--- config.mk ---
export PLATFORM = sky130hd
export DESIGN_NAME = fifo_stream_reader
export DESIGN_NICKNAME = d
export VERILOG_FILES = /design/src/rtl/fifo_pkg.sv /design/src/rtl/fifo_skid_buf.sv /design/src/rtl/fifo_stream_reader.sv
export SDC_FILE = /design/constraint.sdc
export NUM_CORES = 1
export LEC_CHECK = 0
export BUFFER_PORTS_ARGS = -buffer_cell sky130_fd_sc_hd__buf_2
export CAP_MARGIN = 20
export CELL_PAD_IN_SITES_DETAIL_PLACEMENT = 2
export CELL_PAD_IN_SITES_GLOBAL_PLACEMENT = 2
export CORE_MARGIN = 2
export CORE_UTILIZATION = 31
export DETAILED_ROUTE_END_ITERATION = 10
export PLACE_DENSITY_LB_ADDON = 0.1
export SETUP_SLACK_MARGIN = 0.1
export SKIP_LAST_GASP = 1
export SYNTH_ARGS = -nofsm -noshare
export SYNTH_HDL_FRONTEND = slang
export SYNTH_SLANG_ARGS = --single-unit
--- constraint.sdc ---
create_clock -name clk -period 1.7 [get_ports clk]
set_input_delay 0.085 -clock clk [delete_from_list [all_inputs] [get_ports clk]]
set_output_delay 0.085 -clock clk [all_outputs]
set_load 0.03 [all_outputs]
--- src/rtl/fifo_pkg.sv ---
// Shared types and constants for the FIFO read-side stream master.
// No logic; imported by the skid buffer and the reader top.
// Backpressure: not applicable.
package fifo_pkg;

  typedef enum logic [1:0] {
    IDLE  = 2'd0,
    RUN   = 2'd1,
    DRAIN = 2'd2
  } rd_state_t;

  localparam int SKID_DEPTH = 2;

  // Modulo-(last+1) increment used for the burst position counters.
  function automatic logic [15:0] wrap_inc(input logic [15:0] idx, input logic [15:0] last);
    return (idx == last) ? 16'd0 : idx + 16'd1;
  endfunction

endpackage

--- src/rtl/fifo_skid_buf.sv ---
// Two-entry register FIFO carrying {last,data} between the FIFO read port and the stream.
// Latency: a pushed word is visible at the head the cycle after the push.
// Backpressure: the caller must not push into a full buffer unless it also pops that cycle.
module fifo_skid_buf
  import fifo_pkg::*;
#(
  parameter int W = 9
) (
  input  logic         clk,
  input  logic         reset,
  input  logic         push_i,
  input  logic [W-1:0] push_dat_i,
  input  logic         pop_i,
  output logic [W-1:0] head_dat_o,
  output logic [1:0]   occ_o
);

  localparam logic [1:0] FULL = 2'(SKID_DEPTH);

  logic [W-1:0] ent0_q, ent0_d;
  logic [W-1:0] ent1_q, ent1_d;
  logic [1:0]   occ_q, occ_d;
  logic         pop_ok, push_ok;

  assign pop_ok  = pop_i && (occ_q != 2'd0);
  assign push_ok = push_i && ((occ_q != FULL) || pop_ok);

  always_comb begin
    ent0_d = ent0_q;
    ent1_d = ent1_q;
    occ_d  = occ_q;
    case ({push_ok, pop_ok})
      2'b10: begin
        if (occ_q == 2'd0) ent0_d = push_dat_i;
        else               ent1_d = push_dat_i;
        occ_d = occ_q + 2'd1;
      end
      2'b01: begin
        ent0_d = ent1_q;
        occ_d  = occ_q - 2'd1;
      end
      2'b11: begin
        // Head leaves while a new word arrives; occupancy is unchanged.
        if (occ_q == FULL) begin
          ent0_d = ent1_q;
          ent1_d = push_dat_i;
        end else begin
          ent0_d = push_dat_i;
        end
      end
      default: ;
    endcase
  end

  always_ff @(posedge clk) begin
    if (reset) begin
      ent0_q <= '0;
      ent1_q <= '0;
      occ_q  <= 2'd0;
    end else begin
      ent0_q <= ent0_d;
      ent1_q <= ent1_d;
      occ_q  <= occ_d;
    end
  end

  assign head_dat_o = ent0_q;
  assign occ_o      = occ_q;

endmodule

--- src/rtl/fifo_stream_reader.sv ---
// Pops words from a FIFO with 1-cycle read latency and streams them with burst framing.
// Latency: first beat 2 cycles after the first read; 1 beat/cycle sustained.
// Backpressure: m_ready low holds the head; reads stop once buffered+in-flight reaches 2.
module fifo_stream_reader
  import fifo_pkg::*;
#(
  parameter int WIDTH     = 8,
  parameter int BURST_LEN = 16,
  parameter int CNT_W     = 16
) (
  input  logic             clk,
  input  logic             reset,
  input  logic             enable,
  input  logic             fifo_empty,
  input  logic [WIDTH-1:0] fifo_data,
  output logic             fifo_rd_en,
  output logic             m_valid,
  input  logic             m_ready,
  output logic [WIDTH-1:0] m_data,
  output logic             m_last,
  output logic             busy,
  output logic [CNT_W-1:0] beat_count
);

  localparam logic [15:0] LAST_IDX = 16'(BURST_LEN - 1);

  rd_state_t        state_q, state_d;
  logic             inflight_q;
  logic [15:0]      cap_idx_q, cap_idx_d;
  logic [15:0]      burst_idx_q, burst_idx_d;
  logic [CNT_W-1:0] beat_cnt_q, beat_cnt_d;

  logic [1:0]       occ;
  logic [WIDTH:0]   head;
  logic [WIDTH:0]   cap_word;
  logic             pop;
  logic [2:0]       pending;

  // Words owed to the stream after this cycle: buffered + arriving - leaving.
  assign pop      = m_valid & m_ready;
  assign pending  = {1'b0, occ} + {2'b0, inflight_q} - {2'b0, pop};

  assign fifo_rd_en = (state_q == RUN) & enable & ~fifo_empty & (pending < 3'(SKID_DEPTH));

  // The last flag is fixed when a word is captured, so it travels with the data.
  assign cap_word = {(cap_idx_q == LAST_IDX), fifo_data};

  fifo_skid_buf #(.W(WIDTH + 1)) u_skid (
    .clk        (clk),
    .reset      (reset),
    .push_i     (inflight_q),
    .push_dat_i (cap_word),
    .pop_i      (pop),
    .head_dat_o (head),
    .occ_o      (occ)
  );

  assign m_valid    = (occ != 2'd0);
  assign m_data     = head[WIDTH-1:0];
  assign m_last     = m_valid & head[WIDTH];
  assign busy       = (state_q != IDLE);
  assign beat_count = beat_cnt_q;

  always_comb begin
    state_d = state_q;
    case (state_q)
      IDLE:  if (enable) state_d = RUN;
      RUN:   if (!enable) state_d = DRAIN;
      DRAIN: begin
        if (enable)               state_d = RUN;
        else if (pending == 3'd0) state_d = IDLE;
      end
      default: state_d = IDLE;
    endcase
  end

  always_comb begin
    cap_idx_d   = inflight_q ? wrap_inc(cap_idx_q, LAST_IDX) : cap_idx_q;
    burst_idx_d = pop ? wrap_inc(burst_idx_q, LAST_IDX) : burst_idx_q;
    beat_cnt_d  = beat_cnt_q + CNT_W'(pop);
  end

  always_ff @(posedge clk) begin
    if (reset) begin
      state_q     <= IDLE;
      inflight_q  <= 1'b0;
      cap_idx_q   <= 16'd0;
      burst_idx_q <= 16'd0;
      beat_cnt_q  <= '0;
    end else begin
      state_q     <= state_d;
      inflight_q  <= fifo_rd_en;
      cap_idx_q   <= cap_idx_d;
      burst_idx_q <= burst_idx_d;
      beat_cnt_q  <= beat_cnt_d;
    end
  end

endmodule

==> results of run 1 <==
-- per-stage QoR --
| stage | worst slack, ps | power, µW | cell area (µm²) | utilization (%) | instances |
|---|---|---|---|---|---|
| finish | -531 | 2230 | 3310 | 40.9 | 448 |
| global route | -670 | 2350 | 3310 | 40.9 | 448 |
| CTS | -549 | 2260 | 3140 | 38.8 | 441 |
| detailed placement | -258 | 1460 | 2980 | 36.9 | 428 |
| global placement | -223 | 1460 | 2980 | 36.9 | 428 |
| floorplan | -474 | 1410 | 2630 | - | 284 |
-- logic make-up (layout without fill, tap and decap cells) --
logic type	Yosys count	count (layout)	synth area share (%)
AOI/OAI and AO/OA	32	32	8.18
xor gates and xnor gates	26	26	8.91
adders and majority gates	4	4	2.25
buffers and inverters	30	89	6.51
DFF	55	55	43.1
muxes	19	19	7.44
and+or+nand+nor	118	118	23.6
-- cell usage after synthesis --
cell type,number
o21ai_1,2
or4_1,1
nand3_1,5
nor2b_1,6
nor4bb_1,1
dfxtp_1,55
a21oi_1,7
buf_6,1
buf_4,10
xnor2_1,12
nor2_1,51
nor3b_1,1
mux2i_1,19
o2111a_2,1
xor2_1,14
inv_1,7
or2_2,1
or3_1,3
and3_1,4
nor3_1,4
nand4_1,11
a21bo_2,1
nand2b_1,2
a31oi_1,1
and4_1,4
or2b_1,1
clkbuf_1,5
and2_1,1
fa_1,1
nor4_1,8
a21o_1,1
buf_2,7
o21ai_0,6
nand2_1,11
o31ai_1,1
nand3b_1,1
a211oi_1,12
nand3_4,1
ha_1,3
and2b_1,1
-- per-layer routing --
| layer | routed length, µm | share of wire (%) | vias to the layer above | GRT usage, % |
|---|---|---|---|---|
| li1 | - | - | 1087 | - |
| met1 | 2990 | 45 | 1084 | 18.9 |
| met2 | 3430 | 51 | 28 | 27.2 |
| met3 | 184 | 2.8 | 5 | 3.03 |
| met4 | 74 | 1.1 | 0 | 3.99 |
| met5 | 0 | 0 | - | 0 |
-- repair_timing --
action                                 in CTS  in global routing
resized for setup                           9                 27
hold buffers                                1                  0
buffers inserted                            3                  7
setup endpoints to repair                  23                 44
gates cloned                                1                  1
endpoints found under the hold margin       1                  0
pin swaps                                   6                  8
-- worst paths after layout --
check / startpoint / end / slack (ps) / depth (start not counted)
min: fifo_data[0] / u_skid.ent1_q[0] / 8 / 3
min reg2reg: state_q[1] / state_q[0] / 490 / 1
max: u_skid.occ_o[0] / fifo_rd_en / -530 / 8
max reg2reg: u_skid.occ_o[0] / inflight_q / -300 / 9
-- worst reg2reg max path: stages (launching register included) --
cell	delay, ps
dfxtp_2	350
nand3b_1	200
nand2_2	120
ha_4	130
inv_2	30
fa_2	520
nand2_2	70
nor4_4	250
buf_4	160
nor2b_4	130
-- layout make-up --
| class | count | area [µm²] | share of cell area, % |
|---|---|---|---|
| clock buffer | 5 | 68.8 | 2.08 |
| inverter | 7 | 26.3 | 0.793 |
| tap | 105 | 131 | 3.97 |
| sequential | 55 | 1120 | 33.8 |
| clock inverter | 3 | 26.3 | 0.793 |
| timing repair buffer | 74 | 505 | 15.3 |
| multi-input combinational | 199 | 1430 | 43.3 |
-- report_power, final --
part	switching, µW	total, µW	internal (µW)
Sequential	6.61	1300	1300
Clock	478	783	305
Combinational	82.1	141	59.3
-- state kept, by name, indices dropped and copies added (netlist names) --
register	cells
beat_count	16
cap_idx_q	16
inflight_q	1
state_q	2
u_skid.ent1_q	9
u_skid.head_dat_o	9
u_skid.occ_o	2
==> run_results.csv, run 1 <==
group,metric,value,unit
setup_path,cp-end-kind,"output port",
clocking,clockRootBuffer,"clkbuf_8",
finish,nFillCells,949,
synthesis,syn_nets,301,
route,firstDrtPassIters,4,
route,antenna_left,0,
sta,setup_viol,3,
synthesis,yosys.area.top_type,"dfxtp_1",
synthesis,synth-seq-area-share,43.1,%
placement,port_buffers,40,
status,status,"complete, but fails checks",
sta,fin_crit_sh,131,%
global_routing,gr-total-overflow,0,
power,peakVddDrop,318,µV
setup_path,worstPathRequired,1620,ps
finish,layout.nets,359,
setup_path,crit_slowest_cell,"fa_2",
finish,area_growth,29.6,%
clocking,clock_path_buffers,2,
sta,skew,16.1,ps
route,drt_wl_total,6.68,mm
status,violations,"setup timing",
synthesis,ys_ff_latch,55,
synthesis,synth_cells,284,
sta,rsz0062_at_grt,"true",
sta,relSlewSlack,69.7,%
setup_path,arrival,2150,ps
global_routing,antenna_found_initial,0,
setup_path,crit_top_cell,"nand2_2",
min_path,hp-class,"in -> reg",
global_routing,grt_pass1_wl,10.9,mm
global_routing,first_global_vias,2242,
finish,antenna_cells,0,
power,leakage,0.00133,µW
flow_run,maxCapViolations,0,
route,vias,2204,
die,ios,41,
setup_path,critPathTopFamily,"adder cells",
synthesis,synth_top_area_share,43.1,%
clocking,cts_max_level,2,
sta,period_needed,2230,ps
route,drc,0,
setup_path,max_stage_delay,520,ps
power,p_per_area,672,mW/mm²
finish,drive_above_1_share,35.3,%
clocking,path_clk_slew,120,ps
die,die_y,94.8,µm
synthesis,synthTopCellsByArea,"dfxtp_1 (43%), nor2_1 (7.5%), mux2i_1 (7.4%)",
sta,tns,-908,ps
sta,max_freq,448,MHz
route,post_drt_via_cell_ratio,4.92,
sta,worst_pin_slew,455,ps
die,start_util,31.6,%
die,dieArea,0.00898,mm²
clocking,numCtsBuffers,5,
sta,drv_slew,0,
route,wl_per_cell,14.9,µm
placement,place_congestion,0.674,
sta,hold_ws,8.40,ps
die,coreArea,0.00809,mm²
synthesis,ys_warn_count,0,
finish,layout_commonest_cell,"nor2_1",
finish,layout_common_cells,"nor2_1 (50), dfxtp_1 (43), buf_2 (39)",
sta,finalWorstSetupSlack,-531,ps
clocking,tritoncts,"done",
route,drtIter0Drc,48,
setup_path,path_buf_inv,2,
synthesis,syn-mean-instance-area,9.00,µm²
global_routing,grt_usage,15.4,%
die,rows,33,
clocking,cts_num_sinks,55,
setup_path,startpoint_type,"flip-flop",
placement,hpwl,4.54,mm
global_routing,grt_max_degree,21,
setup_path,crit_type,"reg -> out",
synthesis,netlist_area,0.00255,mm²
die,fp.dieW,94.8,µm
setup_path,crit_chain,"nand3b_1 > nand2_2 > ha_4 > inv_2 > fa_2 > nand2_2 > nor4_4 > buf_6",
clocking,insertion_delay,320,ps
setup_path,cp_max_fo,4,
sta,hold_viol_final,0,
synthesis,synth.distinct_cells,40,
No activity file was read; power rests on OpenSTA's default activity.
==> inputs of run 2 (changes only) <==
ABC_AREA = 1   (was default)
CORE_UTILIZATION = 29   (was 31)
==> run_results.csv, run 2 <==
group,metric,value,unit
finish,stdcell_area,0.00358,mm²
sta,tns,-3000,ps
global_routing,grt_pass1_wl,13.5,mm
global_routing,gr-total-overflow,0,
flow_run,maxCapViolations,0,
global_routing,grt_usage,16.1,%
min_path,holdPathStages,3,
finish,layout.nets,476,
min_path,hp-class,"in -> reg",
setup_path,cp-end-kind,"output port",
clocking,clock_path_buffers,2,
placement,place_congestion,0.772,
route,drtIter0Drc,48,
synthesis,synth-edff-count,0,
sta,period_needed,2210,ps
synthesis,synth_cells,395,
sta,skew,9.27,ps
setup_path,cp_max_fo,3,
synthesis,syn_nets,412,
synthesis,ys.flop_type,"dfxtp_1",
global_routing,antenna_found_initial,0,
placement,dpl_worst_slack,-205,ps
sta,drv_slew,0,
synthesis,synth_top_area_share,38.9,%
finish,layout_commonest_cell,"nand2_1",
die,fp.dieW,103,µm
synthesis,synth.distinct_cells,40,
synthesis,synth-seq-area-share,38.9,%
placement,dp.cells,572,
finish,drive_above_1_share,29.3,%
sta,max_freq,453,MHz
finish,antenna_cells,0,
setup_path,timing.rr.start,"u_skid.occ_o[0]",
die,ios,41,
clocking,cts_max_level,2,
sta,worst_pin_slew,441,ps
finish,fin_cells,593,
die,rows,36,
placement,port_buffers,40,
synthesis,synth.most_common_cell,"nand2_1",
clocking,insertion_delay,310,ps
synthesis,ys_warn_count,0,
setup_path,crit_type,"reg -> out",
synthesis,synthTopCellsByCount,"nand2_1 (79), dfxtp_1 (55), nor2_1 (52), inv_1 (46), a21oi_1 (28)",
sta,rsz0062_at_grt,"true",
sta,fin_crit_sh,130,%
synthesis,ys_ff_latch,55,
finish,area_growth,26.5,%
sta,finalWorstSetupSlack,-508,ps
setup_path,arrival,2120,ps
synthesis,async_flop_share,0,%
clocking,numCtsBuffers,5,
finish,layout_common_cells,"nand2_1 (78), dfxtp_1 (51), nor2_1 (50)",
route,vias,2768,
route,firstDrtPassIters,4,
status,status,"complete, but fails checks",
sta,hold_viol_final,0,
clocking,tritoncts,"done",
power,peakVddDrop,333,µV
route,wl_per_cell,13.8,µm
route,drc,0,
sta,relSlewSlack,70.6,%
clocking,clockRootBuffer,"clkbuf_8",
synthesis,syn-mean-instance-area,7.16,µm²
global_routing,first_global_vias,2852,
clocking,path_clk_slew,100,ps
route,post_drt_via_cell_ratio,4.67,
global_routing,grt_max_degree,29,
placement,hpwl,6.11,mm
finish,regArea,0.00111,mm²
setup_path,startpoint_type,"flip-flop",
finish,nFillCells,1189,
die,die_y,103,µm
route,drt_wl_total,8.16,mm
power,p_per_area,616,mW/mm²
setup_path,ff2ff_path_depth,11,
setup_path,cp-startpoint,"u_skid.occ_o[0]",
finish,final_core_util,37.1,%
clocking,cts_num_sinks,55,
placement,postPlaceCellArea,0.00331,mm²
status,violations,"setup timing",
route,antenna_left,0,
power,leakage,0.00149,µW
setup_path,worstPathRequired,1620,ps
die,coreArea,0.00964,mm²
synthesis,yosys.area.top_type,"dfxtp_1",
die,start_util,29.3,%
synthesis,synthTopCellsByArea,"dfxtp_1 (39%), nand2_1 (10%), nor2_1 (6.9%)",
min_path,hold_start,"enable",
die,dieArea,0.0106,mm²
finish,multi_input_area,0.00152,mm²
synthesis,netlist_area,0.00283,mm²
sta,setup_viol,19,
## run 2: cell types whose count changed after synthesis, moves of 10 or more
cell / previous run / this run
nand2_1: 11 / 79
inv_1: 7 / 46
a21oi_1: 7 / 28
mux2i_1: 19 / 0
nand3_1: 5 / 23
xor2_1: 14 / 0
a211oi_1: 12 / 1
o21ai_0: 6 / 16
## run 2: area by class of cell
class / count / area share (%)
clock buffers: 6 / 2.03
clock inverters: 2 / 0.350
inverters: 52 / 5.60
multi-input cells: 272 / 42.5
flip-flops and latches: 55 / 31.0
well taps: 133 / 4.65
repair buffers: 73 / 13.8
## run 2: worst max-delay path: stages (launching register included)
cell,delay (ps)
dfxtp_2,360
inv_4,70
nand2_4,60
o21ai_4,180
ha_4,150
inv_2,30
fa_2,540
nand3_4,80
nor3_4,200
buf_6,150
## run 2: final timing paths
path,end,slack (ps)
max,fifo_rd_en,-510
max reg2reg,state_q[1],-410
min reg2reg,u_skid.ent1_q[0],470
min,state_q[0],3
## run 2: power breakdown
part	internal (µW)	total [µW]	switching [µW]
logic	56.9	155	97.6
clock network	290	744	454
registers	1300	1300	6.63
total	1640	2200	558
## run 2: routing by layer
layer  global-route usage (%)  vias to the layer above  part of all wire, %
li1                         -                     1386                    -
met5                        0                        -                    0
met3                     2.24                       10                  2.2
met2                     28.3                       31                   50
met1                     20.9                     1341                   47
met4                     4.15                        0                  1.5
## run 2: metrics by stage
| stage | power, µW | hold slack (ps) |
|---|---|---|
| 2_1_floorplan | 1420 | 164 |
| 3_3_place_gp | 1480 | 304 |
| 3_5_place_dp | 1480 | 311 |
| 4_1_cts | 2250 | 0.129 |
| 5_1_grt | 2320 | 24.6 |
| 6_report | 2200 | 3.24 |
## run 2: cell families (layout without fill, tap and decap cells)
| group | after synthesis | count (layout) | synth area share (%) |
|---|---|---|---|
| adders and majority gates | 4 | 4 | 2.04 |
| DFF | 55 | 55 | 38.9 |
| and+or+nand+nor | 197 | 197 | 33.3 |
| buffers and inverters | 68 | 133 | 11.1 |
| xor gates and xnor gates | 3 | 3 | 0.929 |
| AOI/OAI and AO/OA | 68 | 68 | 13.7 |
## run 2: repair_timing
action                                 CTS  global route
setup endpoints to repair                7            34
endpoints found under the hold margin    1             0
gates resized for setup                 14            10
pin swaps                               14            12
setup buffers                           11             3
hold buffers                             1             0
==> inputs of run 3 (changes only) <==
CORE_UTILIZATION = 32   (was 29)
SETUP_SLACK_MARGIN = 0.4   (was 0.1)
clock period = 2.3 ns   (was 1.7 ns; I/O delays follow)
==> run_results.csv, run 3 (same netlist as run 2, synthesis figures left out) <==
group,metric,value,unit
global_routing,grt_pass1_wl,13.5,mm
route,drc,0,
min_path,whs_endpoint,"inflight_q",
route,firstDrtPassIters,4,
placement,place_congestion,0.759,
route,vias,2686,
sta,worst_pin_slew,363,ps
sta,setup_viol,0,
clocking,insertion_delay,320,ps
power,peakVddDrop,276,µV
min_path,hold_start,"fifo_empty",
die,start_util,32.7,%
route,drt_wl_total,8.02,mm
setup_path,rr_endpoint,"state_q[1]",
sta,fin_crit_sh,96.1,%
min_path,holdPathStages,2,
power,leakage,0.00139,µW
clocking,clock_path_buffers,2,
finish,antenna_cells,0,
sta,hold_ws,7.67,ps
die,fp.dieW,98.0,µm
setup_path,max_stage_delay,560,ps
clocking,cts_num_sinks,55,
finish,layout_common_cells,"nand2_1 (78), dfxtp_1 (53), nor2_1 (50)",
clocking,tritoncts,"done",
die,die_y,98.0,µm
setup_path,arrival,2090,ps
clocking,path_clk_slew,120,ps
placement,hpwl,5.75,mm
sta,drv_slew,0,
clocking,clockRootBuffer,"clkbuf_8",
power,p_per_area,488,mW/mm²
finish,nFillCells,1051,
finish,drive_above_1_share,26.0,%
setup_path,crit_chain,"inv_4 > nand2_4 > o21ai_4 > ha_4 > inv_2 > fa_2 > nand3_4 > nor3_4 > buf_6",
sta,rsz0062_at_grt,"true",
sta,tns,0,ps
sta,skew,19.4,ps
setup_path,ff2ff_path_depth,11,
setup_path,crit_type,"reg -> out",
global_routing,antenna_found_initial,0,
die,coreArea,0.00864,mm²
die,rows,34,
global_routing,grt_usage,16.9,%
setup_path,path_buf_inv,3,
route,drtIter0Drc,21,
die,dieArea,0.00960,mm²
route,post_drt_via_cell_ratio,4.88,
placement,port_buffers,40,
finish,layout_commonest_cell,"nand2_1",
setup_path,worstPathRequired,2180,ps
route,wl_per_cell,14.6,µm
setup_path,critPathTopFamily,"adder cells",
global_routing,grt_max_degree,29,
global_routing,first_global_vias,2754,
flow_run,maxCapViolations,0,
clocking,numCtsBuffers,5,
clocking,cts_max_level,2,
sta,period_needed,2210,ps
clocking,cts_hold_buffers,0,
global_routing,gr-total-overflow,0,
setup_path,cp-end-kind,"output port",
sta,max_freq,453,MHz
die,ios,41,
finish,layout.nets,458,
setup_path,r2r_slack,250,ps
route,antenna_left,0,
setup_path,crit_slowest_cell,"fa_2",
status,status,"finished, final reports clean",
setup_path,timing.rr.start,"u_skid.occ_o[0]",
sta,relSlewSlack,75.8,%
finish,area_growth,19.8,%
setup_path,startpoint_type,"flip-flop",
min_path,hp-class,"in -> reg",
setup_path,cp_max_fo,4,
sta,hold_viol_final,0,
==> run 3: cell count changes in the layout (fill, tap and decap cells not counted), moves of 2 or more <==
cell / previous run / this run
buf_4: 25 / 13
buf_6: 7 / 3
dfxtp_1: 51 / 53
dfxtp_2: 3 / 0
inv_6: 0 / 2
==> run 3: what timing repair did <==
action                                 in CTS  in global routing
resized for setup                          16                  6
endpoints found under the hold margin       0                  0
setup buffers                               5                  5
setup endpoints to repair                   5                  7
pin swaps                                   5                  2
==> run 3: how the worst max path moves through the flow <==
| stage | startpoint | end | slack (ps) | depth (start not counted) |
|---|---|---|---|---|
| floorplan | u_skid.occ_o[0] | fifo_rd_en | 290 | 9 |
| global placement | u_skid.occ_o[0] | fifo_rd_en | 340 | 9 |
| detailed placement | u_skid.occ_o[0] | fifo_rd_en | 270 | 10 |
| CTS | u_skid.occ_o[0] | fifo_rd_en | 100 | 9 |
| global route | u_skid.occ_o[1] | fifo_rd_en | 20 | 8 |
| finish | u_skid.occ_o[0] | fifo_rd_en | 90 | 9 |
==> run 3: per-stage QoR <==
step | instance area (µm²) | std cells | setup WS (ps) | power [µW] | utilization, %
6_report | 3390 | 550 | 90.3 | 1650 | 39.2
4_1_cts | 3310 | 545 | 96.5 | 1680 | 38.4
3_3_place_gp | 3120 | 532 | 336 | 1080 | 36.1
2_1_floorplan | 2860 | 395 | 291 | 1050 | -
3_5_place_dp | 3120 | 532 | 274 | 1090 | 36.1
5_1_grt | 3390 | 550 | 23.6 | 1720 | 39.2
==> run 3: where the power goes <==
group	switching (µW)	internal (µW)
Combinational	69.9	33.1
Sequential	5.02	957
Clock	363	223
==> run 3: per-layer routing <==
| metal | vias up | wire length (µm) | global-route usage [%] |
|---|---|---|---|
| met3 | 4 | 222 | 2.65 |
| met1 | 1305 | 3720 | 22.6 |
| li1 | 1347 | - | - |
| met4 | 0 | 65 | 3.53 |
| met2 | 30 | 4020 | 29.0 |
| met5 | - | 0 | 0 |
==> run 3: layout make-up <==
class | count | area (µm²) | area share, %
inverter | 52 | 198 | 5.84
clock inverter | 3 | 25.0 | 0.739
clock buffer | 5 | 68.8 | 2.03
sequential | 55 | 1110 | 32.7
tap | 108 | 135 | 3.99
multi-input combinational | 272 | 1530 | 45.0
timing repair buffer | 55 | 327 | 9.64
